$ cat config.mk
export PLATFORM = sky130hd
export DESIGN_NAME = mpsoc_wb_uart_sync_filter
export DESIGN_NICKNAME = d
export VERILOG_FILES = /design/src/rtl/mpsoc_wb_uart_sync_pkg.sv /design/src/rtl/mpsoc_wb_uart_sync_stage.sv /design/src/rtl/mpsoc_wb_uart_sync_filter.sv
export SDC_FILE = /design/constraint.sdc
export NUM_CORES = 1
export LEC_CHECK = 0
export CAP_MARGIN = 30
export CELL_PAD_IN_SITES_DETAIL_PLACEMENT = 0
export CELL_PAD_IN_SITES_GLOBAL_PLACEMENT = 1
export CORE_MARGIN = 2
export CORE_UTILIZATION = 39
export CTS_BUF_LIST = sky130_fd_sc_hd__clkbuf_4
export DETAILED_ROUTE_END_ITERATION = 10
export GPL_TIMING_DRIVEN = 0
export PLACE_DENSITY_LB_ADDON = 0.2
export SYNTH_ARGS = -nofsm -noshare
export SYNTH_HDL_FRONTEND = slang
export SYNTH_SLANG_ARGS = --single-unit
export TNS_END_PERCENT = 10
$ cat constraint.sdc
create_clock -name clk_i -period 1.4 [get_ports clk_i]
set_input_delay 0.21 -clock clk_i [delete_from_list [all_inputs] [get_ports clk_i]]
set_output_delay 0.21 -clock clk_i [all_outputs]
set_load 0.1 [all_outputs]
$ cat src/rtl/mpsoc_wb_uart_sync_pkg.sv
// Shared types and parameter helpers for the UART input conditioner.
// The filter state keeps a fixed-width counter so it can live in the package.
package mpsoc_wb_uart_sync_pkg;

  localparam int CNT_MAX_W = 8;

  function automatic int cnt_w(input int filter_len);
    return $clog2(filter_len + 1);
  endfunction

  function automatic bit stages_legal(input int stages);
    return stages >= 2;
  endfunction

  function automatic bit filter_len_legal(input int filter_len);
    return (filter_len >= 1) && (cnt_w(filter_len) <= CNT_MAX_W);
  endfunction

  typedef struct packed {
    logic                 level;
    logic [CNT_MAX_W-1:0] cnt;
  } filt_state_t;

endpackage

$ cat src/rtl/mpsoc_wb_uart_sync_stage.sv
// Multi-bit shift-register synchroniser for asynchronous pins.
// It shifts on every clock edge and clears to the idle level.
module mpsoc_wb_uart_sync_stage #(
  parameter int   WIDTH      = 1,
  parameter int   STAGES     = 2,
  parameter logic INIT_VALUE = 1'b1
) (
  input  logic             clk_i,
  input  logic             rst_ni,
  input  logic             clr_i,
  input  logic [WIDTH-1:0] dat_i,
  output logic [WIDTH-1:0] dat_o
);

  logic [WIDTH-1:0] sr_q [STAGES];

  always_ff @(posedge clk_i or negedge rst_ni) begin
    if (!rst_ni) begin
      for (int k = 0; k < STAGES; k++) sr_q[k] <= {WIDTH{INIT_VALUE}};
    end else if (clr_i) begin
      for (int k = 0; k < STAGES; k++) sr_q[k] <= {WIDTH{INIT_VALUE}};
    end else begin
      sr_q[0] <= dat_i;
      for (int k = 1; k < STAGES; k++) sr_q[k] <= sr_q[k-1];
    end
  end

  assign dat_o = sr_q[STAGES-1];

endmodule

$ cat src/rtl/mpsoc_wb_uart_sync_filter.sv
// Per-channel synchroniser plus consecutive-sample glitch filter for UART pins.
// Edge and glitch pulses are registered alongside the filtered level.
module mpsoc_wb_uart_sync_filter
  import mpsoc_wb_uart_sync_pkg::*;
#(
  parameter int   WIDTH      = 1,
  parameter int   STAGES     = 2,
  parameter logic INIT_VALUE = 1'b1,
  parameter int   FILTER_LEN = 3
) (
  input  logic             clk_i,
  input  logic             rst_ni,
  input  logic             stage_clr_i,
  input  logic             sample_en_i,
  input  logic [WIDTH-1:0] async_dat_i,
  output logic [WIDTH-1:0] sync_dat_o,
  output logic [WIDTH-1:0] filt_dat_o,
  output logic [WIDTH-1:0] rise_o,
  output logic [WIDTH-1:0] fall_o,
  output logic [WIDTH-1:0] glitch_o
);

  localparam int CNT_W = cnt_w(FILTER_LEN);
  localparam logic [CNT_MAX_W-1:0] ACCEPT_CNT = CNT_MAX_W'(FILTER_LEN - 1);
  localparam logic [CNT_MAX_W-1:0] CNT_ONE    = CNT_MAX_W'(1);

  if (!stages_legal(STAGES)) begin : g_bad_stages
    $error("mpsoc_wb_uart_sync_filter: STAGES must be >= 2");
  end
  if (!filter_len_legal(FILTER_LEN) || (CNT_W > CNT_MAX_W)) begin : g_bad_filter_len
    $error("mpsoc_wb_uart_sync_filter: FILTER_LEN out of range");
  end

  mpsoc_wb_uart_sync_stage #(
    .WIDTH      (WIDTH),
    .STAGES     (STAGES),
    .INIT_VALUE (INIT_VALUE)
  ) u_sync (
    .clk_i  (clk_i),
    .rst_ni (rst_ni),
    .clr_i  (stage_clr_i),
    .dat_i  (async_dat_i),
    .dat_o  (sync_dat_o)
  );

  for (genvar i = 0; i < WIDTH; i++) begin : g_ch
    filt_state_t st_q;
    logic        rise_q;
    logic        fall_q;
    logic        glitch_q;

    // Clear wins over sampling, so an acceptance on the clear edge is dropped silently.
    always_ff @(posedge clk_i or negedge rst_ni) begin
      if (!rst_ni) begin
        st_q     <= '{level: INIT_VALUE, cnt: '0};
        rise_q   <= 1'b0;
        fall_q   <= 1'b0;
        glitch_q <= 1'b0;
      end else if (stage_clr_i) begin
        st_q     <= '{level: INIT_VALUE, cnt: '0};
        rise_q   <= 1'b0;
        fall_q   <= 1'b0;
        glitch_q <= 1'b0;
      end else begin
        rise_q   <= 1'b0;
        fall_q   <= 1'b0;
        glitch_q <= 1'b0;
        if (sample_en_i) begin
          if (sync_dat_o[i] != st_q.level) begin
            if (st_q.cnt == ACCEPT_CNT) begin
              st_q.level <= sync_dat_o[i];
              st_q.cnt   <= '0;
              rise_q     <= sync_dat_o[i];
              fall_q     <= ~sync_dat_o[i];
            end else begin
              st_q.cnt <= st_q.cnt + CNT_ONE;
            end
          end else if (st_q.cnt != '0) begin
            // Level returned before acceptance: drop the pending change.
            st_q.cnt <= '0;
            glitch_q <= 1'b1;
          end
        end
      end
    end

    assign filt_dat_o[i] = st_q.level;
    assign rise_o[i]     = rise_q;
    assign fall_o[i]     = fall_q;
    assign glitch_o[i]   = glitch_q;
  end

endmodule

Word-level counts from Yosys, hierarchy flattened
Cells that the tools add are included.
{ "totals": {"output_inout_bits": 5, "register_bits": 14, "in_bits": 5, "wordCells": 38} }
{ "op_classes": {"bitwise": 1, "muxes": 20, "reduce_logical": 7, "n_addsub": 1, "eq_ne": 2} }
{ "op_table": {"columns": ["cell", "n"], "rows": [
  ["8-bit two-way mux", 3],
  ["9-bit two-way mux", 2],
  ["1-bit two-way mux", 14],
  ["8-bit by 1-bit adder with 8-bit output, second input constant", 1],
  ["8-bit by 2-bit equality test with 1-bit output, second input constant", 1],
  ["8-bit nonzero test", 1],
  ["2-bit nonzero test", 3],
  ["3-bit AND reduction", 1],
  ["3-bit nonzero test", 1],
  ["2-bit two-way mux", 1],
  ["2-bit AND reduction", 1],
  ["1-bit inequality test", 1],
  ["1-bit inverter", 1]
]} }

Logic depth before layout (Yosys ltp)
Gate-level depths: netlist of the first run.
{ "depth": {"depth_word": 5, "mapped_depth": 7} }

Hierarchy
Synthesis of the first run repeated with hierarchy kept, for this count alone.
{ "unflattened": {"hier_cells": 74, "area_unflattened_um2": 770.7} }
{ "modules_own_cells": {"columns": ["mod", "cells_per_inst", "instances", "area_per_inst_um2"], "rows": [
  ["mpsoc_wb_uart_sync_filter", 70, 1, 705.7],
  ["mpsoc_wb_uart_sync_stage", 4, 1, 65.1]
]} }

Worst setup path before layout of the first run
Ideal clock, no wire load.
{ "synth_timing": {"path_type": "reg-to-reg", "startpoint": "register g_ch[0].st_q (netlist bit filt_dat_o)", "endpoint": "register g_ch[0].st_q[5] (netlist name)", "path_stages_with_launch": 5, "arrival_time_ns": 1.870, "setup_time_ns": 0.083, "period_less_slack_ns": 1.952, "slack_ns": -0.552, "t_required_ns": 1.317, "path_cell_list": "dfstp_2 -> xnor2_1 -> a311o_1 -> or3_1 -> o21ai_0"} }
{ "synth_via": {"elab_chain_len": 4, "elab_cells_between_ends": 6} }
{ "synth_lines": {"columns": ["item", "line", "text"], "rows": [
  ["start, declared", "mpsoc_wb_uart_sync_filter.sv:47", "filt_state_t st_q;"],
  ["start signal, assigned", "mpsoc_wb_uart_sync_filter.sv:55", "st_q <= '{level: INIT_VALUE, cnt: '0};"],
  ["start signal, assigned", "mpsoc_wb_uart_sync_filter.sv:60", "st_q <= '{level: INIT_VALUE, cnt: '0};"],
  ["1-bit inequality test *", "mpsoc_wb_uart_sync_filter.sv:69", "if (sync_dat_o[i] != st_q.level) begin"],
  ["8-bit two-way mux", "mpsoc_wb_uart_sync_filter.sv:69", null],
  ["9-bit two-way mux", "mpsoc_wb_uart_sync_filter.sv:68", "if (sample_en_i) begin"],
  ["9-bit two-way mux", "mpsoc_wb_uart_sync_filter.sv:59", "end else if (stage_clr_i) begin"]
]} }
Every way passes the cells marked *; elsewhere a longest branch is shown, timed or not. The select of a mux whose other input is x is not followed.
A chain may end at the register's enable or synchronous reset.

Worst setup path in the final report of the first run
{ "layout_timing": {"startpoint": "register g_ch[0].st_q[5] (netlist name)", "endpoint": "register g_ch[0].st_q[4] (netlist name)"} }
{ "layout_via": {"elab_chain_len": 5, "elab_cells_between_ends": 8} }
{ "layout_lines": {"columns": ["item", "line", "text"], "rows": [
  ["8-bit by 2-bit equality test with 1-bit output", "mpsoc_wb_uart_sync_filter.sv:70", "if (st_q.cnt == ACCEPT_CNT) begin"],
  ["8-bit two-way mux", "mpsoc_wb_uart_sync_filter.sv:70", null],
  ["8-bit two-way mux", "mpsoc_wb_uart_sync_filter.sv:69", null],
  ["9-bit two-way mux", "mpsoc_wb_uart_sync_filter.sv:68", null],
  ["9-bit two-way mux", "mpsoc_wb_uart_sync_filter.sv:59", null]
]} }
Several ways; a longest one is shown, not always the timed one. The select of a mux whose other input is x is not followed.

==> results.yml, run 1 <==
setup_path:
  critPathArrivalTime_ps: 1840
  worstPathRequired_ps: 1610
  end_kind: "flip-flop"
  crit_fanout: 9
  start_kind: "flip-flop"
  criticalPathCategory: "reg2reg"
global_routing:
  overflow: 0
  antenna_found_initial: 0
  grt_first_pass_wirelength_mm: 2.587
  grt_usage_pct: 16.95
  grt_max_degree: 15
  grt_pass1_vias: 560
flow_run:
  drv_cap: 0
final_layout:
  nets: 102
  area_growth_pct: 36.65
  seq_area_um2: 366.6
  multi_input_area_um2: 416.7
  drive_above_1_share_pct: 34.41
  nFillCells: 164
  antenna_cells: 0
  instances_no_fill: 118
floorplan:
  die_w_um: 47.99
  start_util_pct: 42.77
  die_y_um: 47.99
  die_area_um2: 2303
  io_pins: 10
  core_um2: 1764
  row_count: 15
logic_synthesis:
  synth_top_area_share_pct: 36.48
  synth_area_per_cell_um2: 10.06
  synth-async-reset-ratio_pct: 100.0
  yosysMostFrequentCell: "dfrtp_1"
  yosysUniqueCellTypes: 32
  ys.flop_type: "dfrtp_1"
  syn_area_um2: 754.5
  yosysWarningCount: 0
  synth-edff-count: 0
  synth.area.top_cells: "dfrtp_1 (36%), dfstp_2 (10%), ha_1 (5.0%), nand2_1 (4.0%), inv_1 (3.5%)"
  ys_ff_latch: 14
  synthTopCellsByCount: "dfrtp_1 (11), nand2_1 (8), inv_1 (7), a21oi_1 (4), nand3_1 (4)"
  yosysTopAreaCell: "dfrtp_1"
  yosysSeqAreaShare_pct: 46.93
  synthesis.nets: 83
  syn_inst: 75
routing:
  ant_nets: 0
  drc: 0
  firstDrtPassIters: 6
  drt_wl_total_mm: 1.546
  drtIter0Drc: 8
  routed_via_density: 5.432
  vias: 641
  wl_per_cell_um: 13.10
power:
  p_per_area_nw_per_um2: 759.8
  ir_worst_vdd_uv: 587.7
  p_leak_nw: 0.4522
  total_power_w: 0.0007834
sta:
  rsz0062_at_grt: "true"
  min_period_over_period_pct: 116.7
  fin_crit_ps: 1634
  hold_violations: 0
  worstMarginPinSlew_ps: 632.2
  fin_worst_skew_ps: 2.612
  slew_violations: 0
  relSlewSlack_pct: 57.72
  finalSetupViolations: 12
  max_freq_mhz: 612.0
  setup_slack_ps: -234.1
clock_network:
  cts.sinks: 14
  cts_inserted_buffers: 3
  htree_num_levels: 1
  clockRootBuffer: "clkbuf_4"
  cts_tree: "yes"
  clk-insertion-delay-late_ps: 280
  postCtsHoldBufs: 0
  clk_pin_slew_worst_paths_ps: 90
  ctsLongestPathBuffers: 2
status:
  violations: "setup timing"
  status: "complete, but fails checks"
placed_design:
  port_buffers: 9
  place_congestion: 0.7652
  dp_hpwl_um: 982.7
  dp.cells: 109
hold_path:
  hold_path_class: "in2async"
## flip-flops by register name, summed over array words and instances (netlist names)
register and flops:
g_ch.st_q 8, u_sync.sr_q 1, filt_dat_o 1, rise_o 1, u_sync.dat_o 1, fall_o 1, glitch_o 1
## layer usage
metal / global-route usage, % / vias to the layer above / wire, um
met5: 0 / - / 0
met4: 9.730 / 0 / 48
met3: 4.528 / 5 / 74
met2: 24.00 / 22 / 689
met1: 23.19 / 300 / 734
li1: - / 314 / -
## cells by family (layout without fill, tap and decap cells)
kind of cell	after synthesis	in the layout	synth area share (%)
AND/OR/NAND/NOR	30	30	23.55
AO/OA/AOI/OAI	17	17	16.25
flip-flops	14	14	46.93
buffers and inverters	8	26	4.479
adder cells (fa/ha/maj)	3	3	4.976
multiplexers	2	2	2.654
XOR/XNOR	1	1	1.161
## area by class of cell
| type | instances | share of cell area [%] |
|---|---|---|
| plain buffers | 1 | 1.092 |
| clock buffers | 4 | 2.913 |
| inverters | 7 | 2.549 |
| multi-input cells | 53 | 40.41 |
| flip-flops and latches | 14 | 35.56 |
| well taps | 25 | 3.034 |
| repair buffers | 14 | 14.44 |
## stage by stage
| step | hold WS [ps] | util (%) | cell area, um^2 | setup WS (ps) | setup TNS (ps) |
|---|---|---|---|---|---|
| after floorplan | -85.59 | - | 784.5 | -278.1 | -1902 |
| after global placement | 549.5 | 51.35 | 905.9 | -588.9 | -4478 |
| after detailed placement | 557.3 | 51.35 | 905.9 | -593.0 | -4361 |
| after CTS | 328.6 | 55.82 | 984.7 | -219.9 | -1857 |
| after global routing | 356.1 | 58.44 | 1031 | -303.7 | -3021 |
| final | 311.8 | 58.44 | 1031 | -234.1 | -2071 |
## worst paths after layout
check                                  end  slack [ps]  cells past startpoint            start
setup reg to reg           g_ch[0].st_q[4]        -230                      6  g_ch[0].st_q[5]
hold / removal             g_ch[0].st_q[1]         310                      1           rst_ni
min in group clk_i          u_sync.sr_q[1]         490                      2      async_dat_i
setup / recovery           g_ch[0].st_q[4]        -230                      6  g_ch[0].st_q[5]
max in group asynchronous  g_ch[0].st_q[5]         650                      1           rst_ni
hold reg to reg            g_ch[0].st_q[0]         530                      1  g_ch[0].st_q[0]
## critical path, stage by stage, from the launching register on
cell and delay, ps:
dfrtp_2 450, nor4_4 400, buf_4 200, a41o_1 180, buf_6 130, a21oi_1 50, mux2i_1 150
## repair_timing
action,CTS,global route
gates cloned,0,0
pin swaps,1,5
resized for setup,29,10
endpoints found under the setup margin,14,15
buffers inserted,2,3
## cell usage in the layout (no fill, tap or decap), drive strengths merged, types with 3 or more instances in the layout
cell and n:
a21o 3, a21oi 4, buf 8, clkbuf 4
clkdlybuf4s50 4, dfrtp 11, dfstp 3, ha 3
inv 7, nand2 8, nand3 4, nor2 3
o21ai 4
## power by group
part	switching, W	internal, W
clock network	0.000138	0.000130
registers	0.00000652	0.000412
logic	0.0000551	0.0000419
total	0.000199	0.000584
Note: power is estimated with default switching activity, not from simulation.
==> run 2, diff against run 1 <==
CORE_MARGIN = 4   (was 2)
CTS_CLUSTER_SIZE = 16   (was unset)
==> run 2 against run 1 <==
  * The flow still finishes with violations (setup timing)
  * Clock skew is 7.2 ps higher
  * Worst setup slack gained 28 ps
  * Cell area is 2.1% lower
  * Largest power group unchanged
  * Cell count fell by 0.85%
  * Fmax is 1.7% higher
  * Count of clock-buffer cells in the layout stayed put
  * Via count down 5.9%
  * Global-route usage down 3.8 points
  * Core utilization is 1.8 points lower
  * Register-to-register slack improved by 30 ps
==> results.yml, run 2 (synthesis gave the netlist of run 1 again) <==
setup_path:
  regToRegStartpoint: "u_sync.dat_o"
  critPathArrivalTime_ps: 1810
  slowest_delay_ps: 680
  rr_endpoint: "g_ch[0].st_q[7]"
  crit_chain: "xnor2_4 > a311o_1 > or3_1 > o21ai_1"
  crit_fanout: 5
  ff2ff_setup_slack_ps: -210
  rr_worst_depth: 4
  start_kind: "flip-flop"
  end_kind: "flip-flop"
  slowest_stage: "dfstp_4"
  worstPathRequired_ps: 1600
  critPathBufInv: 0
  criticalPathCategory: "reg2reg"
  cp_top_family: "flip-flops"
clock_network:
  postCtsHoldBufs: 0
  clk-insertion-delay-late_ps: 280
  htree_num_levels: 1
  cts.sinks: 14
  cts_inserted_buffers: 3
  ctsLongestPathBuffers: 2
  clockRootBuffer: "clkbuf_4"
  cts_tree: "yes"
  clk_pin_slew_worst_paths_ps: 90
sta:
  setup_slack_ps: -206.0
  fin_crit_ps: 1606
  rsz0062_at_grt: "true"
  worstMarginPinSlew_ps: 640.5
  max_freq_mhz: 622.7
  fin_worst_skew_ps: 9.772
  min_period_over_period_pct: 114.7
  relSlewSlack_pct: 57.17
  slew_violations: 0
  hold_violations: 0
  finalSetupViolations: 8
power:
  ir_worst_vdd_uv: 483.6
  p_leak_nw: 0.4441
  p_per_area_nw_per_um2: 768.9
  total_power_w: 0.0007764
status:
  violations: "setup timing"
  status: "complete, but fails checks"
routing:
  drt_wl_total_mm: 1.517
  drc: 0
  vias: 603
  routed_via_density: 5.154
  ant_nets: 0
  wl_per_cell_um: 12.97
  drtIter0Drc: 9
  firstDrtPassIters: 5
final_layout:
  nets: 101
  area_growth_pct: 33.83
  multi_input_area_um2: 410.4
  largest_reg_flops: 8
  regMostFlops: "g_ch.st_q"
  instances_no_fill: 117
  drive_above_1_share_pct: 31.52
  fin_util_pct: 56.63
  seq_area_um2: 365.4
  nFillCells: 155
  antenna_cells: 0
  layout_common_cells: "nand2_1 (8), dfrtp_1 (8), inv_1 (6)"
placed_design:
  place_congestion: 0.7277
  port_buffers: 9
  dp.cells: 109
  dp_hpwl_mm: 1.033
floorplan:
  die_w_um: 51.99
  start_util_pct: 42.32
  die_y_um: 51.99
  io_pins: 10
  core_um2: 1783
  row_count: 15
  die_area_um2: 2702
hold_path:
  hold_path_class: "in2async"
global_routing:
  grt_first_pass_wirelength_mm: 2.670
  grt_usage_pct: 13.14
  grt_max_degree: 15
  antenna_found_initial: 0
  overflow: 0
  grt_pass1_vias: 582
flow_run:
  drv_cap: 0
==> run 2: report_power, final <==
group          total (W)  switching [W]  leakage [nW]  internal, W
Sequential      0.000418     0.00000619         0.180     0.000412
Combinational  0.0000953      0.0000542         0.246    0.0000411
Clock           0.000263       0.000133        0.0184     0.000130
==> run 2: how the worst max path moves through the flow <==
stage,slack [ps],cells past startpoint,endpoint,start
floorplan,-280,4,g_ch[0].st_q[3],u_sync.dat_o
global placement,-590,1,filt_dat_o,filt_dat_o
detailed placement,-590,1,filt_dat_o,filt_dat_o
CTS,-230,7,g_ch[0].st_q[3],g_ch[0].st_q[0]
global route,-280,5,g_ch[0].st_q[3],g_ch[0].st_q[5]
finish,-210,4,g_ch[0].st_q[7],u_sync.dat_o
==> run 2: per-stage QoR <==
stage / instance area [um^2] / TNS (ps) / hold WS (ps) / setup slack [ps]
6_report: 1010 / -1279 / 316.2 / -206.0
5_1_grt: 1010 / -2222 / 358.6 / -281.0
4_1_cts: 983.4 / -1742 / 334.1 / -225.0
3_5_place_dp: 905.9 / -4446 / 564.7 / -594.7
3_3_place_gp: 905.9 / -4442 / 549.9 / -594.6
2_1_floorplan: 784.5 / -1902 / -85.59 / -278.1
==> run 2: worst reg2reg max path, cell delays in order, from the launching register on <==
cell and delay (ps):
dfstp_4 680, xnor2_4 110, a311o_1 340, or3_1 320, o21ai_1 70
==> run 2: final cells by class <==
class | instances | share of cell area, %
buffer | 1 | 1.115
clock buffer | 4 | 2.974
inverter | 7 | 2.602
multi-input combinational | 53 | 40.64
sequential | 14 | 36.18
tap | 25 | 3.098
timing repair buffer | 13 | 13.38
==> run 2: metal layers <==
metal | GRT usage, % | up-vias | part of all wire (%)
met4 | 3.930 | 0 | 0.46
met1 | 17.47 | 286 | 48
met5 | 0 | - | 0
li1 | - | 309 | -
met3 | 2.865 | 2 | 3.4
met2 | 21.13 | 6 | 48
==> run 2: what timing repair did <==
action / CTS / global route
endpoints found under the setup margin: 14 / 17
cloned: 0 / 0
pin swaps: 1 / 3
gates resized for setup: 29 / 9
buffers inserted: 2 / 2
==> run 3, diff against run 2 <==
ABC_AREA = 1   (was unset)
CORE_UTILIZATION = 38   (was 39)
PLACE_DENSITY_LB_ADDON = 0.1   (was 0.2)
==> run 3 against run 2 <==
  * The flow now finishes without violations
  * Total power rose by 84%
  * Synthesized cell count is 56% higher
  * Critical path depth up 5
  * Via count up 30%
  * Hold slack worse by 120 ps
  * Register-to-register slack improved by 230 ps
  * Largest power group is now combinational cells
  * Fmax up 17%
  * Non-clock buffer count up 4
  * Combinational power grew to 7.1 times the previous value
  * Critical path type unchanged
  * Cell area increased by 19%
==> results.yml, run 3 <==
placed_design:
  place_congestion: 0.7468
  post_dp_cell_area_um2: 1013
  dp_hpwl_mm: 1.343
  port_buffers: 8
routing:
  routed_via_density: 4.793
  drtIter0Drc: 23
  drc: 0
  firstDrtPassIters: 4
  drt_wl_total_mm: 2.034
  vias: 786
  ant_nets: 0
  wl_per_cell_um: 12.40
setup_path:
  worstPathRequired_ps: 1610
  cp_top_family: "flip-flops"
  critPathBufInv: 2
  critPathArrivalTime_ps: 1590
  crit_top_cell: "nand2_4"
  criticalPathCategory: "reg2reg"
  crit_chain: "inv_2 > ha_4 > nand3_4 > nor2_4 > nand2_2 > nand2_4 > clkbuf_16 > nand2_4 > o21ai_2"
  rr_worst_depth: 9
  cp.depth: 9
  slowest_stage: "dfrtp_2"
  crit_fanout: 5
  slowest_delay_ps: 480
  end_kind: "flip-flop"
  start_kind: "flip-flop"
sta:
  finalSetupViolations: 0
  relSlewSlack_pct: 55.95
  rsz0062_at_grt: "true"
  fin_crit_ps: 1378
  hold_violations: 0
  fin_worst_skew_ps: 3.502
  worstMarginPinSlew_ps: 658.7
  min_period_over_period_pct: 98.44
  slew_violations: 0
  max_freq_mhz: 725.6
logic_synthesis:
  synth-edff-count: 0
  yosysTopAreaCell: "dfrtp_1"
  ys.flop_type: "dfrtp_1"
  synth.area.top_cells: "dfrtp_1 (31%), nand2_1 (13%), dfstp_2 (8.8%), nor2_1 (5.5%), inv_1 (5.1%)"
  synthesis.nets: 125
  yosysWarningCount: 0
  synth_area_per_cell_um2: 7.614
  syn_area_um2: 890.9
  synth_top_area_share_pct: 30.90
  yosysMostFrequentCell: "nand2_1"
  syn_inst: 117
  ys_ff_latch: 14
  synthTopCellsByCount: "nand2_1 (31), nor2_1 (13), inv_1 (12), dfrtp_1 (11), nand3_1 (8)"
  yosysUniqueCellTypes: 23
  synth-async-reset-ratio_pct: 100.0
  yosysSeqAreaShare_pct: 39.75
final_layout:
  drive_above_1_share_pct: 41.91
  area_growth_pct: 34.41
  regMostFlops: "g_ch.st_q"
  layout_common_cells: "nand2_1 (28), nor2_1 (12), inv_1 (8), nand3_1 (8), dfrtp_1 (8)"
  nFillCells: 228
  largest_reg_flops: 8
  antenna_cells: 0
  nets: 145
  mostFrequentLayoutCell: "nand2_1"
  fin_area_um2: 1197
global_routing:
  grt_max_degree: 15
  grt_usage_pct: 12.61
  grt_pass1_vias: 727
  overflow: 0
  grt_first_pass_wirelength_mm: 3.229
  antenna_found_initial: 0
flow_run:
  drv_cap: 0
floorplan:
  io_pins: 10
  core_um2: 2212
  start_util_pct: 40.27
  row_count: 17
  die_w_um: 56.42
  die_area_um2: 3183
  die_y_um: 56.42
clock_network:
  clk-insertion-delay-late_ps: 280
  cts_tree: "yes"
  ctsLongestPathBuffers: 2
  clk_pin_slew_worst_paths_ps: 90
  cts.sinks: 14
  clockRootBuffer: "clkbuf_4"
  htree_num_levels: 1
  cts_inserted_buffers: 3
power:
  p_per_area_nw_per_um2: 1194
  p_leak_nw: 0.5767
  ir_worst_vdd_uv: 749.6
  total_power_w: 0.001430
hold_path:
  worstHoldPathCells: 2
  hold_path_class: "in2reg"
status:
  status: "completed"
==> run 3: logic make-up after synthesis <==
kind of cell | synth area share, %
xor+xnor | 0.9833
buf+inv | 9.691
fa+ha+maj | 4.214
simple gates | 39.61
compound gates | 5.759
flops | 39.75
==> run 3: through the flow <==
stage	std cells	setup slack [ps]	hold slack (ps)	TNS [ps]	util (%)
final	164	21.81	193.2	0	54.13
after global routing	164	-72.60	187.7	-570.3	54.13
after CTS	157	-51.88	181.9	-366.1	47.68
after detailed placement	153	-567.5	485.2	-2453	45.81
after global placement	153	-561.8	488.4	-2374	45.81
after floorplan	117	-113.1	-85.59	-965.7	-
==> run 3: report_power, final <==
| group | internal [W] | total [W] | switching, W |
|---|---|---|---|
| clock | 0.000103 | 0.000241 | 0.000138 |
| sequential | 0.000456 | 0.000516 | 0.0000596 |
| combinational | 0.000272 | 0.000673 | 0.000401 |
==> run 3: metal layers <==
metal / track usage, % / up-vias / share of wire, %
met5: 0 / - / 0
met4: 4.068 / 0 / 0.84
met3: 2.989 / 2 / 3.9
met2: 18.81 / 14 / 48
met1: 17.77 / 365 / 47
li1: - / 405 / -
==> run 3: final cells by class <==
cell class	instances	area (um^2)	area share [%]
inverters	15	58.81	4.911
clock inverters	1	3.754	0.3135
clock buffers	3	22.52	1.881
plain buffers	3	33.78	2.821
multi-input cells	85	540.5	45.14
flip-flops and latches	14	365.4	30.51
well taps	28	35.03	2.926
repair buffers	15	137.6	11.49
==> run 3: final timing paths <==
path	from	end	slack, ps
setup / recovery	g_ch[0].st_q[1]	g_ch[0].st_q[3]	20
hold / removal	stage_clr_i	glitch_o	190
setup reg to reg	g_ch[0].st_q[1]	g_ch[0].st_q[3]	20
hold reg to reg	g_ch[0].st_q[7]	g_ch[0].st_q[7]	500
max in group asynchronous	rst_ni	g_ch[0].st_q[3]	610
min in group asynchronous	rst_ni	rise_o	330
==> run 3: what timing repair did <==
item | 4_1_cts | 5_1_grt
setup endpoints to repair | 14 | 14
gates cloned | 0 | 1
endpoints found under the hold margin | 0 | 0
hold buffers | 0 | 0
pin swaps | 0 | 15
buffers inserted | 0 | 6
resized for setup | 26 | 30
